==> config.mk <==
export PLATFORM = sky130hd
export DESIGN_NAME = ascii2ps2_tx
export DESIGN_NICKNAME = d
export VERILOG_FILES = /design/src/rtl/ps2_pkg.sv /design/src/rtl/ascii2scan.sv /design/src/rtl/ascii2ps2_tx.sv
export SDC_FILE = /design/constraint.sdc
export NUM_CORES = 1
export LEC_CHECK = 0
export CAP_MARGIN = 10
export CORE_MARGIN = 2
export CORE_UTILIZATION = 35
export CTS_BUF_LIST = sky130_fd_sc_hd__clkbuf_8 sky130_fd_sc_hd__clkbuf_16
export DETAILED_ROUTE_END_ITERATION = 7
export PLACE_DENSITY = 0.54
export SYNTH_ARGS = -nofsm -noshare
export SYNTH_HDL_FRONTEND = slang
export SYNTH_SLANG_ARGS = --single-unit
==> constraint.sdc <==
create_clock -name clk -period 2.6 [get_ports clk]
set_input_delay 0.78 -clock clk [delete_from_list [all_inputs] [get_ports clk]]
set_output_delay 0.78 -clock clk [all_outputs]
set_load 0.05 [all_outputs]
==> src/rtl/ps2_pkg.sv <==
// Shared PS/2 definitions for the transmit and receive sides: FSM states,
// frame constants and the frame-building helpers.
package ps2_pkg;

  typedef enum logic [1:0] {
    IDLE,
    LOAD,
    SEND,
    GAP
  } ps2_state_e;

  localparam logic [7:0] PS2_BREAK      = 8'hF0;
  localparam int         PS2_FRAME_BITS = 11;
  localparam int         PS2_SEQ_LEN    = 3;

  localparam logic [7:0] ASCII_SPACE = 8'h20;
  localparam logic [7:0] ASCII_CR    = 8'h0D;

  // Odd parity: data plus parity always carries an odd number of ones.
  function automatic logic ps2_parity(input logic [7:0] data);
    return ~^data;
  endfunction

  // Everything after the start bit, LSB first: data[0..7], parity, stop.
  function automatic logic [PS2_FRAME_BITS-2:0] ps2_frame_tail(input logic [7:0] data);
    return {1'b1, ps2_parity(data), data};
  endfunction

endpackage

==> src/rtl/ascii2scan.sv <==
// Combinational ASCII to scan-code-set-2 make-code lookup.
// Only lowercase letters, digits, space and CR map; everything else misses.
module ascii2scan
  import ps2_pkg::*;
(
  input  logic [7:0] in_ascii,
  output logic       hit,
  output logic [7:0] scan
);

  always_comb begin
    hit  = 1'b1;
    scan = 8'h00;
    case (in_ascii)
      8'h30: scan = 8'h45;
      8'h31: scan = 8'h16;
      8'h32: scan = 8'h1E;
      8'h33: scan = 8'h26;
      8'h34: scan = 8'h25;
      8'h35: scan = 8'h2E;
      8'h36: scan = 8'h36;
      8'h37: scan = 8'h3D;
      8'h38: scan = 8'h3E;
      8'h39: scan = 8'h46;
      8'h61: scan = 8'h1C;
      8'h62: scan = 8'h32;
      8'h63: scan = 8'h21;
      8'h64: scan = 8'h23;
      8'h65: scan = 8'h24;
      8'h66: scan = 8'h2B;
      8'h67: scan = 8'h34;
      8'h68: scan = 8'h33;
      8'h69: scan = 8'h43;
      8'h6A: scan = 8'h3B;
      8'h6B: scan = 8'h42;
      8'h6C: scan = 8'h4B;
      8'h6D: scan = 8'h3A;
      8'h6E: scan = 8'h31;
      8'h6F: scan = 8'h44;
      8'h70: scan = 8'h4D;
      8'h71: scan = 8'h15;
      8'h72: scan = 8'h2D;
      8'h73: scan = 8'h1B;
      8'h74: scan = 8'h2C;
      8'h75: scan = 8'h3C;
      8'h76: scan = 8'h2A;
      8'h77: scan = 8'h1D;
      8'h78: scan = 8'h22;
      8'h79: scan = 8'h35;
      8'h7A: scan = 8'h1A;
      ASCII_SPACE: scan = 8'h29;
      ASCII_CR:    scan = 8'h5A;
      default: hit = 1'b0;
    endcase
  end

endmodule

==> src/rtl/ascii2ps2_tx.sv <==
// PS/2 keyboard-device emulator: one ASCII character per handshake becomes
// make, F0, make as three device-to-host frames on ps2_clk/ps2_data.
module ascii2ps2_tx
  import ps2_pkg::*;
#(
  parameter int CLK_DIV    = 50,
  parameter int GAP_CYCLES = 100
) (
  input  logic       clk,
  input  logic       rst_n,
  input  logic       in_valid,
  output logic       in_ready,
  input  logic [7:0] in_ascii,
  output logic       ps2_clk,
  output logic       ps2_data,
  output logic       busy,
  output logic       done,
  output logic       err
);

  localparam int DIV_W = $clog2(CLK_DIV);
  localparam int GAP_W = $clog2(GAP_CYCLES + 1);
  localparam int BIT_W = $clog2(PS2_FRAME_BITS);

  localparam logic [DIV_W-1:0] DIV_LAST  = DIV_W'(CLK_DIV - 1);
  localparam logic [GAP_W-1:0] GAP_LAST  = GAP_W'(GAP_CYCLES - 1);
  localparam logic [BIT_W-1:0] BIT_LAST  = BIT_W'(PS2_FRAME_BITS - 1);
  localparam logic [1:0]       BYTE_LAST = 2'(PS2_SEQ_LEN - 1);

  ps2_state_e state, state_nxt;

  logic [7:0]                ascii_q;
  logic [7:0]                code_q;
  logic                      hit;
  logic [7:0]                scan;
  logic [1:0]                byte_idx;
  logic [BIT_W-1:0]          bit_cnt;
  logic [DIV_W-1:0]          div_cnt;
  logic                      half_low;
  logic [GAP_W-1:0]          gap_cnt;
  logic [PS2_FRAME_BITS-2:0] shreg;
  logic [7:0]                next_byte;

  logic div_last, bit_last, gap_last, byte_last;
  logic frame_start;
  logic clk_nxt, data_nxt;

  ascii2scan u_ascii2scan (
    .in_ascii (ascii_q),
    .hit      (hit),
    .scan     (scan)
  );

  assign div_last  = (div_cnt == DIV_LAST);
  assign bit_last  = (bit_cnt == BIT_LAST);
  assign gap_last  = (gap_cnt == GAP_LAST);
  assign byte_last = (byte_idx == BYTE_LAST);

  // The byte of the frame about to start: the make code straight from the
  // lookup when leaving LOAD, otherwise F0 after byte 0 and the make code after byte 1.
  assign next_byte = (state == LOAD) ? scan :
                     (byte_idx == 2'd0) ? PS2_BREAK : code_q;

  always_ff @(posedge clk or negedge rst_n) begin
    if (!rst_n) begin
      state    <= IDLE;
      ps2_clk  <= 1'b1;
      ps2_data <= 1'b1;
    end else begin
      state    <= state_nxt;
      ps2_clk  <= clk_nxt;
      ps2_data <= data_nxt;
    end
  end

  always_comb begin
    state_nxt   = state;
    in_ready    = (state == IDLE);
    busy        = (state != IDLE);
    done        = 1'b0;
    err         = 1'b0;
    frame_start = 1'b0;
    clk_nxt     = 1'b1;
    data_nxt    = 1'b1;
    case (state)
      IDLE: begin
        if (in_valid) state_nxt = LOAD;
      end
      LOAD: begin
        if (hit) begin
          state_nxt   = SEND;
          frame_start = 1'b1;
        end else begin
          err       = 1'b1;
          state_nxt = IDLE;
        end
      end
      SEND: begin
        clk_nxt  = ps2_clk;
        data_nxt = ps2_data;
        if (div_last) begin
          if (!half_low) begin
            clk_nxt = 1'b0;
          end else if (bit_last) begin
            state_nxt = GAP;
            clk_nxt   = 1'b1;
            data_nxt  = 1'b1;
          end else begin
            clk_nxt  = 1'b1;
            data_nxt = shreg[0];
          end
        end
      end
      GAP: begin
        if (gap_last) begin
          if (byte_last) begin
            done      = 1'b1;
            state_nxt = IDLE;
          end else begin
            state_nxt   = SEND;
            frame_start = 1'b1;
          end
        end
      end
      default: state_nxt = IDLE;
    endcase
    // Every frame opens with the start bit while the clock is still high.
    if (frame_start) begin
      clk_nxt  = 1'b1;
      data_nxt = 1'b0;
    end
  end

  always_ff @(posedge clk or negedge rst_n) begin
    if (!rst_n) begin
      ascii_q  <= 8'h00;
      code_q   <= 8'h00;
      byte_idx <= 2'd0;
      bit_cnt  <= '0;
      div_cnt  <= '0;
      half_low <= 1'b0;
      gap_cnt  <= '0;
      shreg    <= '1;
    end else begin
      if (state == IDLE && in_valid) ascii_q <= in_ascii;

      if (state == LOAD) begin
        code_q   <= scan;
        byte_idx <= 2'd0;
      end else if (state == GAP && gap_last && !byte_last) begin
        byte_idx <= byte_idx + 2'd1;
      end

      if (frame_start) begin
        shreg    <= ps2_frame_tail(next_byte);
        bit_cnt  <= '0;
        div_cnt  <= '0;
        half_low <= 1'b0;
      end else if (state == SEND) begin
        if (div_last) begin
          div_cnt  <= '0;
          half_low <= ~half_low;
          if (half_low && !bit_last) begin
            bit_cnt <= bit_cnt + BIT_W'(1);
            shreg   <= {1'b1, shreg[PS2_FRAME_BITS-2:1]};
          end
        end else begin
          div_cnt <= div_cnt + DIV_W'(1);
        end
      end

      gap_cnt <= (state == GAP) ? gap_cnt + GAP_W'(1) : '0;
    end
  end

endmodule

# [Yosys cells after proc, flatten, opt, wreduce, memory -nomap -nowiden]
# Index checks and enable logic that the tools add are counted.
[op_classes] mux=47 n_addsub=4 n_eq_ne=52 bitwise_logic=1 reduce_logical=19
[ops] op="7-bit case mux with 38 select lines" n=1
[ops] op="8-bit by 7-bit equality test with 1-bit output (second input constant)" n=26
[ops] op="8-bit by 6-bit equality test with 1-bit output (second input constant)" n=11
[ops] op="10-bit 2-to-1 mux" n=4
[ops] op="38-bit OR reduction" n=1
[ops] op="1-bit 2-to-1 mux" n=21
[ops] op="2-bit 2-to-1 mux" n=9
[ops] op="6-bit 2-to-1 mux" n=3
[ops] op="4-bit 2-to-1 mux" n=4
[ops] op="8-bit 2-to-1 mux" n=2
[ops] op="2-bit != test (second input constant)" n=5
[ops] op="2-bit nonzero test" n=5
[ops] op="8-bit by 4-bit equality test with 1-bit output (second input constant)" n=1
[ops] op="2-bit case mux with 4 select lines" n=1
[ops] op="8-bit XNOR reduction" n=1
[ops] op="7-bit by 1-bit adder with 7-bit output (second input constant)" n=1
[ops] op="7-bit equality test (second input constant)" n=1
[ops] op="7-bit 2-to-1 mux" n=1
[ops] op="6-bit by 1-bit adder with 6-bit output (second input constant)" n=1
[ops] op="2-bit equality test (second input constant)" n=3
[ops] op="6-bit equality test (second input constant)" n=1
[ops] op="3-bit != test (second input constant)" n=2
[ops] op="5-bit AND reduction" n=1
[ops] op="4-bit by 1-bit adder with 4-bit output (second input constant)" n=1
[ops] op="other kinds (10)" n=16
[totals] ff_bits=50 word_cells=134 in_bits=11 out_inout_bits=6

# [Logic depth before layout (Yosys ltp)]
[depth] depth_word=7 ltp_mapped=12

# [By module]
# A second synthesis with hierarchy kept.
[unflattened] cells_unflattened=412 area_unflattened_um2=3480.8
[by_module_without_submodules] module="ascii2ps2_tx" cells_each=256 area_per_inst_um2=2479.9 instances=1
[by_module_without_submodules] module="ascii2scan" cells_each=156 area_per_inst_um2=1001.0 instances=1

# [Worst setup path after synthesis]
# Ideal clock, no wire load.
[synth_timing] path_kind="flip-flop to output port" from="register ascii_q[3]" to="output err" stages_incl_launch_ff=8 n_path_buf=1 arrival_ns=2.107 t_required_ns=1.820 path_slack_ns=-0.287 cell_sequence="dfrtp_1 -> buf_2 -> nand3b_1 -> nor3_1 -> or3_4 -> nor3_1 -> nand3b_1 -> nor2_1"
[synth_via] elab_chain_len=5 elab_cells_between_ends=42 cone_classes="eq/ne (38); mux (3); reduce/logical (1)"
[synth_lines] element="from (decl)" line_no="ascii2ps2_tx.sv:32" rtl="logic [7:0] ascii_q;"
[synth_lines] element="from (signal assigned)" line_no="ascii2ps2_tx.sv:145" rtl="if (state == IDLE && in_valid) ascii_q <= in_ascii;"
[synth_lines] element="8-bit by 6-bit equality test with 1-bit output (tied with other cells)" line_no="ascii2scan.sv:14" rtl="case (in_ascii)"
[synth_lines] element="38-bit OR reduction (no source line) *"
[synth_lines] element="1-bit 2-to-1 mux *" line_no="ascii2scan.sv:14"
[synth_lines] element="1-bit 2-to-1 mux *" line_no="ascii2ps2_tx.sv:90" rtl="if (hit) begin"
[synth_lines] element="1-bit 2-to-1 mux *" line_no="ascii2ps2_tx.sv:85" rtl="case (state)"
[synth_lines] element="to (decl)" line_no="ascii2ps2_tx.sv:18" rtl="output logic err"
# Mark *: on every way between the ends. The rest lies on a longest branch, timed or not.

# [Final worst setup path]
[layout_timing] from="register ascii_q[1]" to="output err"
# The elaborated chain is that of the path after synthesis.

==> impl_metrics.toml <==
[hold_path]
hold_path.class = "primary input to asynchronous set/reset pin"

[power_and_ir_drop]
leakagePower_nw = 1.98
p_per_area_nw_per_um2 = 869
ir_worst_vdd_v = 0.000435

[sta]
setup_slack_ns = -0.360
finalMaxSlewViolations = 0
setup_tns_ns = -0.531
hold_viol_final = 0
setup_violations = 4
fin_skew_ns = 0.00565
worst_pin_slew_ns = 0.498
finalCritPeriodShare_pct = 114
relSlewSlack_pct = 66.7
rsz0062_at_grt = "yes"
whs_ns = 0.372
period_minus_slack_ns = 2.96
max_freq_mhz = 338

[critical_path]
crit_arrival_ns = 2.18
path_max_fanout = 8
slowest_delay_ns = 0.47
critPathBufInv = 3
worstPathRequired_ns = 1.82
cp_cell_sequence = "buf_6, nor4_4, buf_4, o211ai_1, a31oi_2, nand3b_1, nor2_4, buf_12"
cpMaxStageDelayCell = "dfrtp_2"
startpoint_type = "flop"
critPathKind = "flop to primary output"
critical-path-top-delay-family = "simple AND/OR/NAND/NOR gates"
cp-end-kind = "primary output"

[layout]
fill_cells = 947
multiInputGateArea_um2 = 2250
drive_above_1_share_pct = 35.2
regArea_um2 = 1220
finalInstanceArea_um2 = 4740
num_antenna_cells = 0
nets = 505
final-instance-count-excl-fill = 621
synthToLayoutAreaGrowth_pct = 34.7

[clocking]
clock_path_buffers = 2
ctsHoldBuffers = 0
cts_buffers = 5
root_buffer = "clkbuf_8"
clkLatencyLatePin_ns = 0.32
cts_tree = "built"
cts_max_level = 2
numClockSinks = 48
clkTransAtPathRegs_ns = 0.10

[floorplanning]
core_area_um2 = 9770
die_h_um = 104
rows = 36
io_pins = 17
die-area_um2 = 10900
die_w_um = 104
start_util_pct = 36.0

[yosys]
yosys_warnings = 0
syn_area_um2 = 3520
synth-async-reset-ratio_pct = 100
synth_top_area_cell = "dfrtp_1"
synth_top_area_share_pct = 26.3
synth_top_flop_cell = "dfrtp_1"
ys_seq_area_share_pct = 34.5
synth.area.top_cells = "dfrtp_1 26%, dfstp_2 8.2%, nand2_1 4.4%"
synth_seq_cells = 48
ys_top_cells_by_count = "41 x nand2_1, 37 x dfrtp_1, 28 x nor2_1, 16 x a21oi_1, 16 x o21ai_0"
synthDistinctLibCells = 81
synth.avg_cell_area_um2 = 8.88
yosysMostFrequentCell = "nand2_1"
synth_nets = 415
synth-edff-count = 0
syn_inst = 397

[routing]
ant_nets = 0
via_per_inst = 5.35
vias = 3320
routed_wl_um = 10100
drt_pass1_iterations = 4
drt_iter0_drc = 150
avgRoutedWirePerCell_um = 16.3
drc_errors = 0

[grt]
grt_pass1_wl_um = 17000
grt_pass1_vias = 3359
track_usage_pct = 19.4
grt-ovfl-total = 0
grt_max_degree = 18
antenna_found_initial = 0

[outcome]
violations = "setup timing"
status = "finished, violations left"

[place]
dpl.hpwl_um = 7450
placed_area_um2 = 4240
pre_cts_ws_ns = -0.149
dp_cells = 592
io_buffers = 16
gp_congestion = 0.895

[run]
cap_violations = 0
## cell usage in the layout (no fill, tap or decap), types with 8 or more instances in the layout
| cell type | synthesis | layout |
|---|---|---|
| dfstp_2 | 11 | 11 |
| nor2_1 | 28 | 27 |
| nand3_1 | 14 | 13 |
| nand2_1 | 41 | 41 |
| o21ai_0 | 16 | 16 |
| nor2b_1 | 9 | 8 |
| inv_1 | 12 | 12 |
| a21oi_1 | 16 | 15 |
| buf_4 | 5 | 93 |
| dfrtp_1 | 37 | 32 |
| a31oi_1 | 9 | 8 |
| clkdlybuf4s50_1 | 0 | 12 |
## layout make-up
type	instances	share of cell area, %
multi-input combinational	305	47.3
clock buffer	5	1.45
tap	133	3.51
clock inverter	3	1.45
inverter	13	1.03
sequential	48	25.7
timing repair buffer	114	19.5
## final timing paths
kind	end	slack (ns)	startpoint	cells after the start
max reg2reg	shreg[8]	-0.11	ascii_q[2]	11
min in group clk	ps2_clk	0.47	ps2_clk	2
max	err	-0.36	ascii_q[1]	8
min reg2reg	ps2_clk	0.47	ps2_clk	2
max in group asynchronous	ps2_data	1.58	rst_n	2
min	gap_cnt[3]	0.37	rst_n	1
## flip-flops by register name, indices dropped and copies added, names as in the netlist
register / flops
shreg: 9
ascii_q: 8
code_q: 7
gap_cnt: 7
div_cnt: 6
bit_cnt: 4
byte_idx: 2
state: 2
half_low: 1
ps2_clk: 1
ps2_data: 1
## report_power, final
part           switching (mW)  internal (mW)
Clock                   0.298          0.388
Combinational            1.12           1.09
Sequential              0.238          0.994
Total                    1.65           2.47
## metal layers
layer	global-route usage, %	wire length (µm)	share of wire [%]	vias up
li1	-	-	-	1649
met1	27.0	4960	49	1606
met2	30.4	4740	47	48
met3	2.88	271	2.7	17
met4	6.95	179	1.8	0
met5	0	0	0	-
## logic make-up (layout without fill, tap and decap cells)
| kind of cell | after synthesis | after routing | share of synthesized area (%) |
|---|---|---|---|
| XOR/XNOR | 11 | 11 | 2.73 |
| adder cells (fa/ha/maj) | 7 | 7 | 2.49 |
| multiplexers | 11 | 11 | 3.27 |
| buffers and inverters | 44 | 135 | 7.21 |
| AND/OR/NAND/NOR | 171 | 171 | 27.7 |
| flip-flops | 48 | 48 | 34.5 |
| AO/OA/AOI/OAI | 105 | 105 | 22.1 |
## timing repair
item | 4_1_cts | 5_1_grt
setup endpoints to repair | 2 | 14
gates cloned | 0 | 1
buffers inserted | 19 | 1
pin swaps | 22 | 6
resized for setup | 31 | 11
## through the flow
step / utilization (%) / total power [mW]
6_report: 48.5 / 4.12
5_1_grt: 48.5 / 4.42
4_1_cts: 47.8 / 4.08
3_5_place_dp: 43.4 / 3.14
3_3_place_gp: 43.4 / 3.13
2_1_floorplan: - / 2.47
No activity file was read; power rests on OpenSTA's default activity.
